## config.mk

```make
export PLATFORM = sky130hd
export DESIGN_NAME = cmp_max_search
export DESIGN_NICKNAME = d
export VERILOG_FILES = /design/src/rtl/cmp_max_search.sv
export SDC_FILE = /design/constraint.sdc
export NUM_CORES = 1
export LEC_CHECK = 0
export ABC_CLOCK_PERIOD_IN_PS = 1850
export CAP_MARGIN = 20
export CORE_ASPECT_RATIO = 0.8
export CORE_MARGIN = 3
export CORE_UTILIZATION = 47
export CTS_CLUSTER_DIAMETER = 80
export DETAILED_ROUTE_END_ITERATION = 8
export PLACE_DENSITY = 0.78
export SLEW_MARGIN = 20
export SYNTH_ARGS = -nofsm -noshare
export SYNTH_HDL_FRONTEND = slang
export SYNTH_SLANG_ARGS = --single-unit
```

## constraint.sdc

```tcl
create_clock -name clk -period 1.85 [get_ports clk]
set_clock_uncertainty 0.05 [all_clocks]
set_input_delay 0.37 -clock clk [delete_from_list [all_inputs] [get_ports clk]]
set_output_delay 0.37 -clock clk [all_outputs]
set_load 0.005 [all_outputs]
```

## src/rtl/cmp_max_search.sv

```systemverilog
// Streams elements through the registered magnitude comparator to find the running maximum, its first index and tie count.
// Each element after the first costs 3 cycles: accept, comparator sample, flag evaluation. in_ready is high only in FIRST/FETCH.
module cmp_max_search #(
  parameter int WORD  = 8,
  parameter int CNT_W = 8
) (
  input  logic             clk,
  input  logic             reset,
  input  logic             start,
  input  logic [CNT_W-1:0] len,
  input  logic             in_valid,
  input  logic [WORD-1:0]  in_data,
  output logic             in_ready,
  output logic [WORD-1:0]  cmp_a,
  output logic [WORD-1:0]  cmp_b,
  input  logic             cmp_e,
  input  logic             cmp_h,
  input  logic             cmp_l,
  output logic             busy,
  output logic             done,
  output logic [WORD-1:0]  max_val,
  output logic [CNT_W-1:0] max_idx,
  output logic [CNT_W-1:0] tie_cnt,
  output logic             flag_err
);

  typedef enum logic [2:0] {
    S_IDLE,
    S_FIRST,
    S_FETCH,
    S_WAIT,
    S_EVAL,
    S_FIN
  } state_t;

  state_t           state;
  state_t           state_nx;
  logic [CNT_W-1:0] len_q;
  logic [CNT_W-1:0] idx;
  logic [CNT_W-1:0] cand_idx;
  logic             accept;
  logic             onehot;

  assign accept = in_valid && in_ready;
  assign onehot = ({cmp_e, cmp_h, cmp_l} == 3'b100) ||
                  ({cmp_e, cmp_h, cmp_l} == 3'b010) ||
                  ({cmp_e, cmp_h, cmp_l} == 3'b001);

  always_ff @(posedge clk or negedge reset) begin
    if (!reset) begin
      state <= S_IDLE;
    end else begin
      state <= state_nx;
    end
  end

  always_comb begin
    state_nx = state;
    case (state)
      S_IDLE:  if (start) state_nx = (len == '0) ? S_FIN : S_FIRST;
      S_FIRST: if (accept) state_nx = (len_q == CNT_W'(1)) ? S_FIN : S_FETCH;
      S_FETCH: if (accept) state_nx = S_WAIT;
      S_WAIT:  state_nx = S_EVAL;
      S_EVAL:  state_nx = (idx == len_q) ? S_FIN : S_FETCH;
      S_FIN:   state_nx = S_IDLE;
      default: state_nx = S_IDLE;
    endcase
  end

  always_comb begin
    in_ready = (state == S_FIRST) || (state == S_FETCH);
    busy     = (state != S_IDLE);
    done     = (state == S_FIN);
  end

  // cmp_a/cmp_b only move in FIRST/FETCH/EVAL, so they are stable while the comparator samples them.
  always_ff @(posedge clk or negedge reset) begin
    if (!reset) begin
      len_q    <= '0;
      idx      <= '0;
      cand_idx <= '0;
      cmp_a    <= '0;
      cmp_b    <= '0;
      max_val  <= '0;
      max_idx  <= '0;
      tie_cnt  <= '0;
      flag_err <= 1'b0;
    end else begin
      case (state)
        S_IDLE: begin
          if (start) begin
            len_q    <= len;
            idx      <= '0;
            cand_idx <= '0;
            max_val  <= '0;
            max_idx  <= '0;
            tie_cnt  <= '0;
            flag_err <= 1'b0;
          end
        end
        S_FIRST: begin
          if (accept) begin
            max_val <= in_data;
            cmp_b   <= in_data;
            idx     <= CNT_W'(1);
          end
        end
        S_FETCH: begin
          if (accept) begin
            cmp_a    <= in_data;
            cand_idx <= idx;
            idx      <= idx + 1'b1;
          end
        end
        S_EVAL: begin
          // Malformed flags are recorded and the candidate is discarded like a smaller value.
          if (!onehot) begin
            flag_err <= 1'b1;
          end else if (cmp_h) begin
            max_val <= cmp_a;
            cmp_b   <= cmp_a;
            max_idx <= cand_idx;
            tie_cnt <= '0;
          end else if (cmp_e && (tie_cnt != '1)) begin
            tie_cnt <= tie_cnt + 1'b1;
          end
        end
        default: ;
      endcase
    end
  end

endmodule

```

==> flow_metrics.py <==
metrics = {
    "critical_path": {
        "path_buf_inv": 2,
        "cp.arrival_ps": 1490,
        "setup.worst_path.end_class": "output port",
        "critPathMaxFanout": 5,
        "crit_family": "flip-flops",
        "critPathKind": "flop to output port",
        "cp-start-kind": "flop",
        "cp_slowest_cell": "dfrtp_1",
        "cp_data_required_time_ps": 1430,
        "crit_chain": "buf_4 -> or3_1 -> buf_2",
        "max_stage_delay_ps": 440,
    },
    "drt": {
        "drtIter0Drc": 259,
        "ant_nets": 0,
        "drc": 0,
        "avgViaCountPerCell": 5.60,
        "dr.pass1.iters": 5,
        "drt_wl_total_mm": 8.53,
        "post_drt_wl_per_cell_um": 16.2,
        "via_count": 2941,
    },
    "placed_design": {
        "gp_congestion": 0.870,
        "numPortBuffers": 66,
        "detailed_place.area_sq_um": 4360,
        "hpwl_mm": 5.74,
    },
    "die": {
        "die_w_um": 101,
        "dieArea_sq_um": 8220,
        "die_h_um": 81.7,
        "core_area_sq_um": 6670,
        "design.portCount": 67,
        "num_rows": 26,
        "start_util": 0.505,
    },
    "clocking": {
        "cts-buffers-inserted": 9,
        "clkLatencyLatePin_ps": 340,
        "cts_tree": "done",
        "htree_num_levels": 3,
        "numClockSinks": 68,
        "clock-root-buffer": "clkbuf_8",
        "clk_pin_slew_ps": 70,
        "cts_buffer_depth": 2,
    },
    "global_route": {
        "grt_start_max_net_pins": 69,
        "overflow": 0,
        "grt_pass1_vias": 2709,
        "antenna_found_initial": 0,
        "grt_pass1_wl_mm": 13.4,
        "grt_usage": 0.209,
    },
    "logic_synthesis": {
        "synth_cells": 323,
        "synth_top_cell_area_share": 0.505,
        "syn_area_sq_um": 3370,
        "yosys-top-cells-area": "dfrtp_1 (51%), nand2_1 (6.2%), mux2i_1 (5.4%)",
        "ys_ff_latch": 68,
        "ys_warn_count": 0,
        "synth_most_common_cell": "dfrtp_1",
        "syn_avg_cell_area_sq_um": 10.4,
        "synth_edf_count": 0,
        "yosys.cell_types.count": 54,
        "syn_nets": 348,
        "ys.flop_type": "dfrtp_1",
        "synth.cells.most_frequent": "dfrtp_1 (68), nand2_1 (56), mux2i_1 (18), o21ai_0 (17), inv_1 (14)",
        "yosysSeqAreaShare": 0.505,
        "synth_top_area_cell": "dfrtp_1",
        "async_flop_share": 1.00,
    },
    "timing": {
        "timing.hold.ws_ps": 431,
        "setup_tns_ps": -91.0,
        "post-route-min-period_ps": 1910,
        "relSlewSlack": 0.715,
        "drv_slew": 0,
        "hold_viol_final": 0,
        "fmax_mhz": 525,
        "final-setup-viol-count": 4,
        "rsz0062_at_grt": "true",
        "layout_setup_ws_ps": -55.8,
        "post-route-period-util": 1.03,
        "tightest_slew_ps": 421,
    },
    "power_and_ir_drop": {
        "seq_power_share": 0.338,
        "internal_power_uw": 4360,
        "swShare": 0.345,
        "peakVddDrop_mv": 0.841,
        "clockPowerShare": 0.200,
        "fin_total_pwr_uw": 6650,
        "p_switching_uw": 2300,
        "power_leakage_uw": 0.00220,
        "power_density_nw_per_um2": 1400,
        "power_frac_comb": 0.462,
    },
    "job": {
        "maxCapViolCount": 0,
    },
    "cells_and_area": {
        "drive_gt1_frac": 0.236,
        "fin_area_sq_um": 4770,
        "area_delta_synth_final_pct": 41.6,
        "nets": 461,
        "diodes": 0,
    },
    "status": {
        "violations": "negative setup slack",
        "status": "finished with violations",
    },
    "worst_hold_path": {
        "hold_class": "flop to flop",
    },
}
[power groups by stage]
stage | combinational [uW] | clock [uW] | sequential (uW)
3_5_place_dp | 2650 | 0 | 2260
3_3_place_gp | 2590 | 0 | 2250
5_1_grt | 3310 | 1430 | 2300
2_1_floorplan | 1440 | 0 | 2210
4_1_cts | 2790 | 1360 | 2240
6_report | 3070 | 1330 | 2250
[cell type report]
| type | instances | area [sq um] |
|---|---|---|
| Clock inverter | 6 | 88.8 |
| Timing Repair Buffer | 119 | 1120 |
| Sequential cell | 68 | 1700 |
| Fill cell | 473 | 1900 |
| Inverter | 14 | 52.6 |
| Multi-Input combinational cell | 224 | 1570 |
| Tap cell | 84 | 105 |
| Clock buffer | 10 | 128 |
[sequential cells by signal (all words and copies together), names as in the netlist]
register	count
cand_idx	8
cmp_a	8
cmp_b	8
flag_err	1
idx	8
len_q	8
max_idx	8
max_val	8
state	3
tie_cnt	8
[kinds of logic after synthesis]
| logic type | Yosys count | share of synthesized area |
|---|---|---|
| DFF | 68 | 0.505 |
| xor gates and xnor gates | 8 | 0.0208 |
| and+or+nand+nor | 109 | 0.165 |
| buffers and inverters | 31 | 0.0464 |
| muxes | 26 | 0.0803 |
| AOI/OAI and AO/OA | 79 | 0.175 |
| adders and majority gates | 2 | 0.00743 |
[path summary, 6_finish.rpt]
path	from	endpoint	slack [ps]	cells after the start
min in group asynchronous	reset	max_idx[7]	510	3
worst min-delay path	max_idx[5]	max_idx[5]	430	2
worst min register to register	max_idx[5]	max_idx[5]	430	2
worst max-delay path	state[0]	busy	-60	3
max in group asynchronous	reset	tie_cnt[2]	920	3
worst max register to register	state[1]	tie_cnt[4]	-10	7
[cell usage in the layout (no fill, tap or decap), types with 3 or more instances in the layout]
cell	instances
nand2b_1	4
nor4_1	5
o21ai_1	3
mux2i_1	18
buf_2	3
buf_6	4
nand3_1	9
buf_4	43
clkdlybuf4s50_1	62
nor2_1	11
dfrtp_1	66
a22o_1	8
a31oi_1	8
buf_12	3
o31ai_1	8
xor2_1	8
a21oi_1	6
mux2_2	8
o2bb2ai_1	8
nand2_1	56
clkbuf_8	9
inv_1	14
o21ai_0	16
[tightest hold or removal path: stages (launching register included)]
cell and delay [ps]:
dfrtp_1 340, nand2_1 50, o21ai_0 60
[metrics by stage]
step / utilization / instances / worst slack [ps]
floorplan: - / 323 / 70.8
global placement: 0.653 / 497 / -209
detailed placement: 0.653 / 497 / -260
CTS: 0.696 / 518 / -88.7
global route: 0.715 / 525 / -88.9
finish: 0.715 / 525 / -55.8
[routing by layer]
metal | wire length, um | vias to the layer above | track usage
met5 | 0 | - | 0
met2 | 3920 | 136 | 0.319
met1 | 3920 | 1409 | 0.299
li1 | - | 1386 | -
met4 | 66 | 0 | 0.0659
met3 | 626 | 10 | 0.0467
[what timing repair did]
| item | 4_1_cts | 5_1_grt |
|---|---|---|
| hold endpoints to repair | 32 | 0 |
| pin swaps | 3 | 7 |
| gates cloned | 0 | 1 |
| hold buffers | 1 | 0 |
| gates resized for setup | 19 | 17 |
| buffers inserted | 4 | 7 |
| setup endpoints to repair | 29 | 40 |
Power figures use the tool's default switching activity.
